<file path="src/rtl/pcr_pkg.sv">
// Shared types and defaults for the host-side PCR initiator.
package pcr_pkg;

    localparam int PCR_ADDR_W = 5;
    localparam int PCR_DATA_W = 64;

    typedef enum logic [1:0] {
        IDLE  = 2'd0,
        ISSUE = 2'd1,
        WAIT  = 2'd2,
        RESP  = 2'd3
    } pcr_state_e;

    typedef struct packed {
        logic                  rw;
        logic [PCR_ADDR_W-1:0] addr;
        logic [PCR_DATA_W-1:0] wdata;
    } pcr_req_t;

endpackage

</file>
<file path="src/rtl/pcr_timeout_counter.sv">
// Saturating wait-cycle counter; expired is high while the count sits at TIMEOUT-1.
module pcr_timeout_counter #(
    parameter int TIMEOUT = 16
) (
    input  logic clk,
    input  logic reset_n,
    input  logic clear,
    input  logic enable,
    output logic expired
);

    localparam int CNT_W = $clog2(TIMEOUT);
    localparam logic [CNT_W-1:0] LAST = CNT_W'(TIMEOUT - 1);

    logic [CNT_W-1:0] count_r;

    // Count while enabled; hold at LAST so the count never wraps.
    always_ff @(posedge clk or negedge reset_n) begin
        if (!reset_n) begin
            count_r <= {CNT_W{1'b0}};
        end else if (clear) begin
            count_r <= {CNT_W{1'b0}};
        end else if (enable && (count_r != LAST)) begin
            count_r <= count_r + {{(CNT_W-1){1'b0}}, 1'b1};
        end else begin
            count_r <= count_r;
        end
    end

    assign expired = (count_r == LAST);

endmodule

</file>
<file path="src/rtl/host_pcr_initiator.sv">
// Single-outstanding host-to-PCR bridge: latches one host command, issues it to the
// PCR file, waits for the ack (or a timeout) and returns exactly one host response.
module host_pcr_initiator
    import pcr_pkg::*;
#(
    parameter int ADDR_W  = PCR_ADDR_W,
    parameter int DATA_W  = PCR_DATA_W,
    parameter int TIMEOUT = 16
) (
    input  logic              clk,
    input  logic              reset_n,
    input  logic              host_req_valid,
    output logic              host_req_ready,
    input  logic              host_req_rw,
    input  logic [ADDR_W-1:0] host_req_addr,
    input  logic [DATA_W-1:0] host_req_wdata,
    output logic              host_resp_valid,
    input  logic              host_resp_ready,
    output logic [DATA_W-1:0] host_resp_data,
    output logic              host_resp_err,
    output logic              pcr_req_valid,
    input  logic              pcr_req_ready,
    output logic              pcr_req_rw,
    output logic [ADDR_W-1:0] pcr_req_addr,
    output logic [DATA_W-1:0] pcr_req_wdata,
    input  logic              pcr_resp_valid,
    input  logic [DATA_W-1:0] pcr_resp_data,
    output logic              busy
);

    pcr_state_e        state_r;
    pcr_state_e        next_s;
    logic              expired_s;
    logic              rw_r;
    logic [ADDR_W-1:0] addr_r;
    logic [DATA_W-1:0] wdata_r;
    logic [DATA_W-1:0] resp_data_r;
    logic              resp_err_r;

    pcr_timeout_counter #(
        .TIMEOUT (TIMEOUT)
    ) u_timeout (
        .clk     (clk),
        .reset_n (reset_n),
        .clear   (state_r != WAIT),
        .enable  (state_r == WAIT),
        .expired (expired_s)
    );

    // State register.
    always_ff @(posedge clk or negedge reset_n) begin
        if (!reset_n) begin
            state_r <= IDLE;
        end else begin
            state_r <= next_s;
        end
    end

    // Next-state decode; an ack in the timeout cycle still takes the RESP path as a success.
    always_comb begin
        next_s = state_r;
        case (state_r)
            IDLE:    next_s = host_req_valid ? ISSUE : IDLE;
            ISSUE:   next_s = pcr_req_ready ? WAIT : ISSUE;
            WAIT:    next_s = (pcr_resp_valid || expired_s) ? RESP : WAIT;
            RESP:    next_s = host_resp_ready ? IDLE : RESP;
            default: next_s = IDLE;
        endcase
    end

    // Handshake outputs decoded from the state register only.
    always_comb begin
        host_req_ready  = 1'b0;
        pcr_req_valid   = 1'b0;
        host_resp_valid = 1'b0;
        busy            = 1'b1;
        case (state_r)
            IDLE: begin
                host_req_ready = 1'b1;
                busy           = 1'b0;
            end
            ISSUE:   pcr_req_valid   = 1'b1;
            WAIT:    busy            = 1'b1;
            RESP:    host_resp_valid = 1'b1;
            default: busy            = 1'b0;
        endcase
    end

    // Request latch; write data is zeroed for reads so the PCR bus never carries stale data.
    always_ff @(posedge clk or negedge reset_n) begin
        if (!reset_n) begin
            rw_r    <= 1'b0;
            addr_r  <= {ADDR_W{1'b0}};
            wdata_r <= {DATA_W{1'b0}};
        end else if ((state_r == IDLE) && host_req_valid) begin
            rw_r    <= host_req_rw;
            addr_r  <= host_req_addr;
            wdata_r <= host_req_rw ? host_req_wdata : {DATA_W{1'b0}};
        end else begin
            rw_r    <= rw_r;
            addr_r  <= addr_r;
            wdata_r <= wdata_r;
        end
    end

    // Response register; only written in WAIT so stray acks elsewhere leave it untouched.
    always_ff @(posedge clk or negedge reset_n) begin
        if (!reset_n) begin
            resp_data_r <= {DATA_W{1'b0}};
            resp_err_r  <= 1'b0;
        end else if ((state_r == WAIT) && pcr_resp_valid) begin
            resp_data_r <= rw_r ? {DATA_W{1'b0}} : pcr_resp_data;
            resp_err_r  <= 1'b0;
        end else if ((state_r == WAIT) && expired_s) begin
            resp_data_r <= {DATA_W{1'b0}};
            resp_err_r  <= 1'b1;
        end else if ((state_r == RESP) && host_resp_ready) begin
            resp_data_r <= {DATA_W{1'b0}};
            resp_err_r  <= 1'b0;
        end else begin
            resp_data_r <= resp_data_r;
            resp_err_r  <= resp_err_r;
        end
    end

    assign pcr_req_rw     = rw_r;
    assign pcr_req_addr   = addr_r;
    assign pcr_req_wdata  = wdata_r;
    assign host_resp_data = resp_data_r;
    assign host_resp_err  = resp_err_r;

endmodule

</file>
<file path="config.mk">
export PLATFORM = sky130hd
export DESIGN_NAME = host_pcr_initiator
export DESIGN_NICKNAME = d
export VERILOG_FILES = /design/src/rtl/pcr_pkg.sv /design/src/rtl/pcr_timeout_counter.sv /design/src/rtl/host_pcr_initiator.sv
export SDC_FILE = /design/constraint.sdc
export NUM_CORES = 1
export LEC_CHECK = 0
export ABC_AREA = 1
export CAP_MARGIN = 20
export CELL_PAD_IN_SITES_DETAIL_PLACEMENT = 0
export CELL_PAD_IN_SITES_GLOBAL_PLACEMENT = 2
export CORE_UTILIZATION = 20
export DETAILED_ROUTE_END_ITERATION = 10
export PLACE_DENSITY_LB_ADDON = 0.1
export SLEW_MARGIN = 20
export SYNTH_ARGS = -nofsm -noshare
export SYNTH_HDL_FRONTEND = slang
export SYNTH_SLANG_ARGS = --single-unit
</file>
<file path="constraint.sdc">
create_clock -name clk -period 1.46 [get_ports clk]
set_clock_uncertainty 0.2 [all_clocks]
set_input_delay 0.292 -clock clk [delete_from_list [all_inputs] [get_ports clk]]
set_output_delay 0.292 -clock clk [all_outputs]
set_load 0.005 [all_outputs]
</file>
==> flow_metrics.tcl, run 1 <==
set metrics [dict create \
    outcome "finished, violations left" \
    violations "negative setup slack" \
    pin_count 279 \
    cp_cell_sequence "nor2_4 -> buf_6 -> buf_6" \
    slew_violations 0 \
    synth_top_area_cell "dfrtp_1" \
    die_h_um 169.3 \
    ys.flop_type "dfrtp_1" \
    clockRootBuffer "clkbuf_16" \
    final_cells 1409 \
    rows 60 \
    numCtsBuffers 17 \
    antenna_left 0 \
    holdWs_ps 106.2 \
    critPathLaunchType "flop" \
    wl_per_cell_um 16.05 \
    crit_arrival_ps 1200 \
    syn-num-nets 770 \
    die_w_um 169.3 \
    grt_pass1_wl_um 32390 \
    cpLargestDelayFamily "flip-flops" \
    slowest_stage "dfrtp_2" \
    max_freq_ghz 0.5899 \
    drive_gt1_share_pct 36.68 \
    setup_violations 140 \
    cts-htree-levels 4 \
    cts.clk_slew.worst_paths_ps 60 \
    p_per_area_nw_per_um2 1712 \
    dp_cells 1274 \
    clkLatencyLatePin_ps 420 \
    p_leak_uw 0.005444 \
    antenna_found_initial 1 \
    synth.yosys.seq_area_share_pct 63.00 \
    cts_sinks 141 \
    cp_max_fo 3 \
    synthCells 629 \
    cp-end-kind "output pin" \
    synthTopCellsByArea "dfrtp_1, nand2_1, nand3_1" \
    tritoncts "done" \
    ys_seq_elements 141 \
    initial_core_util_pct 20.61 \
    critPathMaxStageDelay_ps 440 \
    yosysMostFrequentCell "nand2_1" \
    wl_um 22620 \
    min_period_ps 1695 \
    route.vias.total 5707 \
    syn_area_per_cell_um2 8.904 \
    worstSetupPathType "reg2out" \
    die_area_um2 28670 \
    core_area_um2 27180 \
    drt_iter0_markers 317 \
    cp.required_ps 970 \
    ys_warn_count 0 \
    rsz0062_at_grt "true" \
    clockBufferDepth 2 \
    dp_hpwl_um 13970 \
    finalCritPeriodShare_pct 116.1 \
    drc 0 \
    synth-edff-count 0 \
    grt_max_degree 49 \
    grt_usage_pct 14.87 \
    vdd_drop_max_uv 687.7 \
    vias_per_cell 4.050 \
    worst-path-buf-inv 2 \
    synth_top_area_share_pct 63.00 \
    grt_overflow 0 \
    synthArstFlopShare_pct 100.0 \
    fillCellCount 2789 \
    syn_area_um2 5600 \
    synth_cell_types 16 \
    finalWorstSetupSlack_ps -235.2 \
    final_hold_viol_count 0 \
    first_pass_iters 4 \
    slew_headroom_pct 65.82 \
    syn_to_final_growth_pct 90.95 \
    worstHoldPathType "in2async" \
    io_buffers 278 \
    worst_pin_slew_ps 511.1 \
    grt_pass1_vias 5640 \
    cap_violations 0 \
    fin_nets 1164 \
    gp_congestion 0.7288 \
    ys_top_cells_by_count "nand2_1, dfrtp_1, nand3_1, o21ai_0" \
    cpMostUsedCell "buf_6" \
]
[cell usage in the layout, fill, tap and decap left out, drive strengths merged]
master	synthesis	routed
a21oi	3	3
buf	26	267
bufbuf	0	2
bufinv	0	4
clkbuf	15	27
clkdlybuf4s50	0	137
clkinvlp	0	5
dfrtp	141	141
diode	0	1
dlygate4sd3	0	1
ha	1	1
inv	12	15
nand2	289	291
nand3	67	67
nand4	1	1
nor2	5	5
nor3	1	1
o21ai	67	67
xnor2	1	1
[state kept, by name, summed over array words and instances (netlist names)]
register	flops
host_resp_err	1
pcr_req_addr	5
pcr_req_rw	1
u_timeout.count_r	4
pcr_req_wdata	64
state_r	2
host_resp_data	64
[where the power goes]
group	leakage, uW	switching [uW]	internal, uW
Combinational	0.00331	3450	4240
Sequential	0.00185	713	5210
Clock	0.000288	1820	2890
[what timing repair did]
| action | CTS | global route |
|---|---|---|
| resized for setup | 590 | 101 |
| hold buffers | 1 | 0 |
| setup buffers | 49 | 35 |
| endpoints found under the setup margin | 275 | 249 |
| hold endpoints to repair | 141 | 0 |
| pin swaps | 3 | 16 |
| gates cloned | 10 | 8 |
[layout make-up]
cell class                      instances  area [um2]  share of cell area [%]
Antenna cell                            1       2.502                 0.02340
Clock buffer                           20       436.7                   4.083
Tap cell                              372       465.4                   4.352
Multi-Input combinational cell        437        2222                   20.78
Sequential cell                       141        3531                   33.02
Clock inverter                         12       185.2                   1.732
Timing Repair Buffer                  414        3802                   35.56
Inverter                               12       48.80                  0.4563
[per-layer routing]
layer	routed length [um]	share of wire, %	up-vias	GRT usage [%]
li1	-	-	2797	-
met1	9746	43	2687	18.68
met2	10540	47	207	23.69
met3	2016	8.9	16	6.087
met4	316	1.4	0	3.525
met5	0	0	-	0
[logic make-up (layout without fill, tap and decap cells)]
kind of cell | Yosys count | after routing | synth area share [%]
AOI/OAI and AO/OA | 70 | 70 | 6.255
and+or+nand+nor | 363 | 365 | 26.14
buffers and inverters | 53 | 458 | 4.222
other | 0 | 1 | 0
adders and majority gates | 1 | 1 | 0.2234
DFF | 141 | 141 | 63.00
xor gates and xnor gates | 1 | 1 | 0.1564
[final timing paths]
| kind | startpoint | to | slack [ps] | depth (start not counted) |
|---|---|---|---|---|
| setup / recovery | state_r[0] | host_req_ready | -240 | 3 |
| hold / removal | reset_n | host_resp_data[12] | 110 | 2 |
| setup reg to reg | state_r[1] | host_resp_data[35] | -170 | 9 |
| hold reg to reg | pcr_req_wdata[10] | pcr_req_wdata[10] | 280 | 2 |
| max in group asynchronous | reset_n | host_resp_data[17] | 440 | 3 |
| min in group clk | host_req_rw | pcr_req_wdata[42] | 140 | 4 |
[through the flow]
step	util, %	setup TNS, ps	instance area (um2)	worst slack [ps]	power (uW)
finish	39.35	-17670	10690	-235.2	18310
global route	39.35	-28440	10690	-283.8	19510
CTS	36.16	-19990	9828	-250.3	17250
detailed placement	33.51	-28660	9106	-295.8	12260
global placement	33.51	-27550	9106	-284.3	12160
floorplan	-	-1032	5614	-25.81	8011
No activity file was read; power rests on OpenSTA's default activity.
==> inputs of run 2 (changes only) <==
ABC_AREA = default   (was 1)
CORE_UTILIZATION = 21   (was 20)
GPL_TIMING_DRIVEN = 0   (was default)
==> flow_metrics.tcl, run 2 <==
set metrics [dict create \
    p_leak_uw 0.005090 \
    rows 58 \
    cap_violations 0 \
    core_area_um2 25470 \
    die_w_um 164.2 \
    whs_path_depth 3 \
    dp_cells 1084 \
    finalCritPeriodShare_pct 125.8 \
    synth_top_area_share_pct 63.90 \
    cts_sinks 141 \
    ys_top_cells_by_count "dfrtp_1, nand2_1, a22o_1" \
    antenna_found_initial 0 \
    cts-htree-levels 4 \
    syn_to_final_growth_pct 82.87 \
    swShare_pct 31.18 \
    cp_max_fo 8 \
    switching_power_uw 5484 \
    yosysMostFrequentCell "dfrtp_1" \
    dp_slack_ps -660.3 \
    grt_pass1_wl_um 30770 \
    outcome "finished, violations left" \
    worstSetupPathType "reg2reg" \
    cpMostUsedCell "buf_6" \
    ys_warn_count 0 \
    r2r_start "state_r[0]" \
    dp_hpwl_um 13520 \
    cp-end-kind "flop" \
    worst_pin_slew_ps 631.8 \
    cts.clk_slew.worst_paths_ps 60 \
    crit_arrival_ps 1980 \
    wl_um 20640 \
    synth.yosys.seq_area_share_pct 63.90 \
    drc 0 \
    synth_cell_types 32 \
    vdd_drop_max_uv 710.3 \
    n_antenna_cell 0 \
    final_common_cell "dfrtp_1" \
    slew_headroom_pct 57.88 \
    syn_area_um2 5522 \
    clockBufferDepth 2 \
    die_h_um 164.2 \
    initial_core_util_pct 21.68 \
    io_buffers 277 \
    grt_max_degree 93 \
    final_cells 1224 \
    synthTopCellsByArea "dfrtp_1, a22o_1, nand2_1" \
    ys.flop_type "dfrtp_1" \
    critPathLaunchType "flop" \
    gp_congestion 0.7440 \
    worstHoldPathType "in2reg" \
    fin_nets 1022 \
    cpLargestDelayFamily "buffers and inverters" \
    cp_cell_sequence "buf_6 -> buf_6 -> nand2b_4 -> nor3b_4 -> buf_6 -> buf_12 -> buf_6 -> a22o_1" \
    sequentialPowerShare_pct 32.9 \
    max_freq_ghz 0.5443 \
    numCtsBuffers 17 \
    clockRootBuffer "clkbuf_16" \
    internal_power_uw 12100 \
    wl_per_cell_um 16.86 \
    vias_per_cell 4.173 \
    hold_path_end "pcr_req_wdata[48]" \
    slew_violations 0 \
    mostFrequentLayoutCells "dfrtp_1, clkdlybuf4s50_1, buf_2" \
    setup_violations 138 \
    antenna_left 0 \
    die_area_um2 26950 \
    worst-path-buf-inv 5 \
    grt_usage_pct 15.21 \
    final_hold_viol_count 0 \
    syn_area_per_cell_um2 11.60 \
    holdCritStartpoint "host_req_rw" \
    first_pass_iters 4 \
    fillCellCount 2523 \
    synthCells 476 \
    finalWorstSetupSlack_ps -377.1 \
    cp.required_ps 1600 \
    p_clk_share_pct 23.7 \
    drt_iter0_markers 180 \
    ys_seq_elements 141 \
    route.vias.total 5108 \
    worstReg2RegEnd "host_resp_data[29]" \
    syn-num-nets 617 \
    pwr-share-comb_pct 43.4 \
    synth_top_area_cell "dfrtp_1" \
    drive_gt1_share_pct 38.26 \
    clkLatencyLatePin_ps 410 \
    critPathMaxStageDelay_ps 390 \
    violations "negative setup slack" \
    p_per_area_nw_per_um2 1742 \
    r2r_slack_ps -380 \
    synthArstFlopShare_pct 100.0 \
    grt_pass1_vias 5348 \
    ff2ff_path_depth 8 \
    pin_count 279 \
    synth-edff-count 0 \
    slowest_stage "dfrtp_1" \
    min_period_ps 1837 \
    rsz0062_at_grt "true" \
    grt_overflow 0 \
    tritoncts "done" \
]
[run 2: worst max-delay path by stage]
stage	start	endpoint	slack, ps	depth (start not counted)
after floorplan	state_r[1]	pcr_req_addr[0]	-150	4
after global placement	reset_n	pcr_req_wdata[44]	-6030	1
after detailed placement	host_req_valid	pcr_req_addr[1]	-660	5
after CTS	state_r[0]	host_resp_data[19]	-390	8
after global routing	state_r[0]	host_resp_data[27]	-470	8
final	state_r[0]	host_resp_data[29]	-380	8
[run 2: timing repair]
| item | in CTS | in global routing |
|---|---|---|
| cloned | 17 | 3 |
| gates resized for setup | 635 | 14 |
| buffers inserted | 60 | 31 |
| setup endpoints to repair | 273 | 323 |
| hold endpoints to repair | 49 | 0 |
| hold buffers | 1 | 0 |
| pin swaps | 16 | 30 |
[run 2: logic make-up after synthesis]
kind of cell / count (synthesis) / share of synthesized area (%)
compound gates: 135 / 16.88
xor+xnor: 1 / 0.1587
fa+ha+maj: 1 / 0.2266
buf+inv: 40 / 5.869
flops: 141 / 63.90
mux: 7 / 1.813
simple gates: 151 / 11.15
[run 2: stage by stage]
stage | utilization (%) | hold WS, ps | TNS (ps) | power, uW | area (um2)
after floorplan | - | -203.6 | -14900 | 8407 | 5545
after detailed placement | 34.40 | 31.15 | -79020 | 12210 | 8763
final | 39.64 | 84.10 | -40550 | 17590 | 10100
after global placement | 34.28 | 269.6 | -925820 | 12120 | 8731
after CTS | 38.36 | 80.00 | -43320 | 17320 | 9772
after global routing | 39.64 | 116.1 | -52760 | 18760 | 10100
[run 2: worst register-to-register path, cell delays in order (launching register included)]
cell and delay, ps:
dfrtp_1 390, buf_6 120, buf_6 120, nand2b_4 150, nor3b_4 230, buf_6 150
buf_12 150, buf_6 130, a22o_1 150
[run 2: final cells by class]
type	count	area [um2]	share of cell area, %
Tap cell	330	412.9	4.089
Clock inverter	14	135.1	1.338
Buffer	37	461.7	4.572
Inverter	2	7.507	0.07435
Timing Repair Buffer	387	3359	33.27
Sequential cell	141	3528	34.94
Clock buffer	18	429.2	4.250
Multi-Input combinational cell	295	1763	17.46
[run 2: metal layers]
layer | up-vias | share of wire, % | GRT usage (%)
li1 | 2456 | - | -
met1 | 2442 | 42 | 18.55
met2 | 199 | 48 | 24.84
met3 | 11 | 9.3 | 5.884
met4 | 0 | 0.90 | 4.125
met5 | - | 0 | 0
[run 2: power groups by stage]
stage / clock network (uW) / logic (uW) / registers (uW)
final: 4170 / 7630 / 5800
after global routing: 4500 / 8320 / 5950
after CTS: 4330 / 7190 / 5810
after detailed placement: 0 / 6290 / 5920
after global placement: 0 / 6240 / 5890
after floorplan: 0 / 2470 / 5940
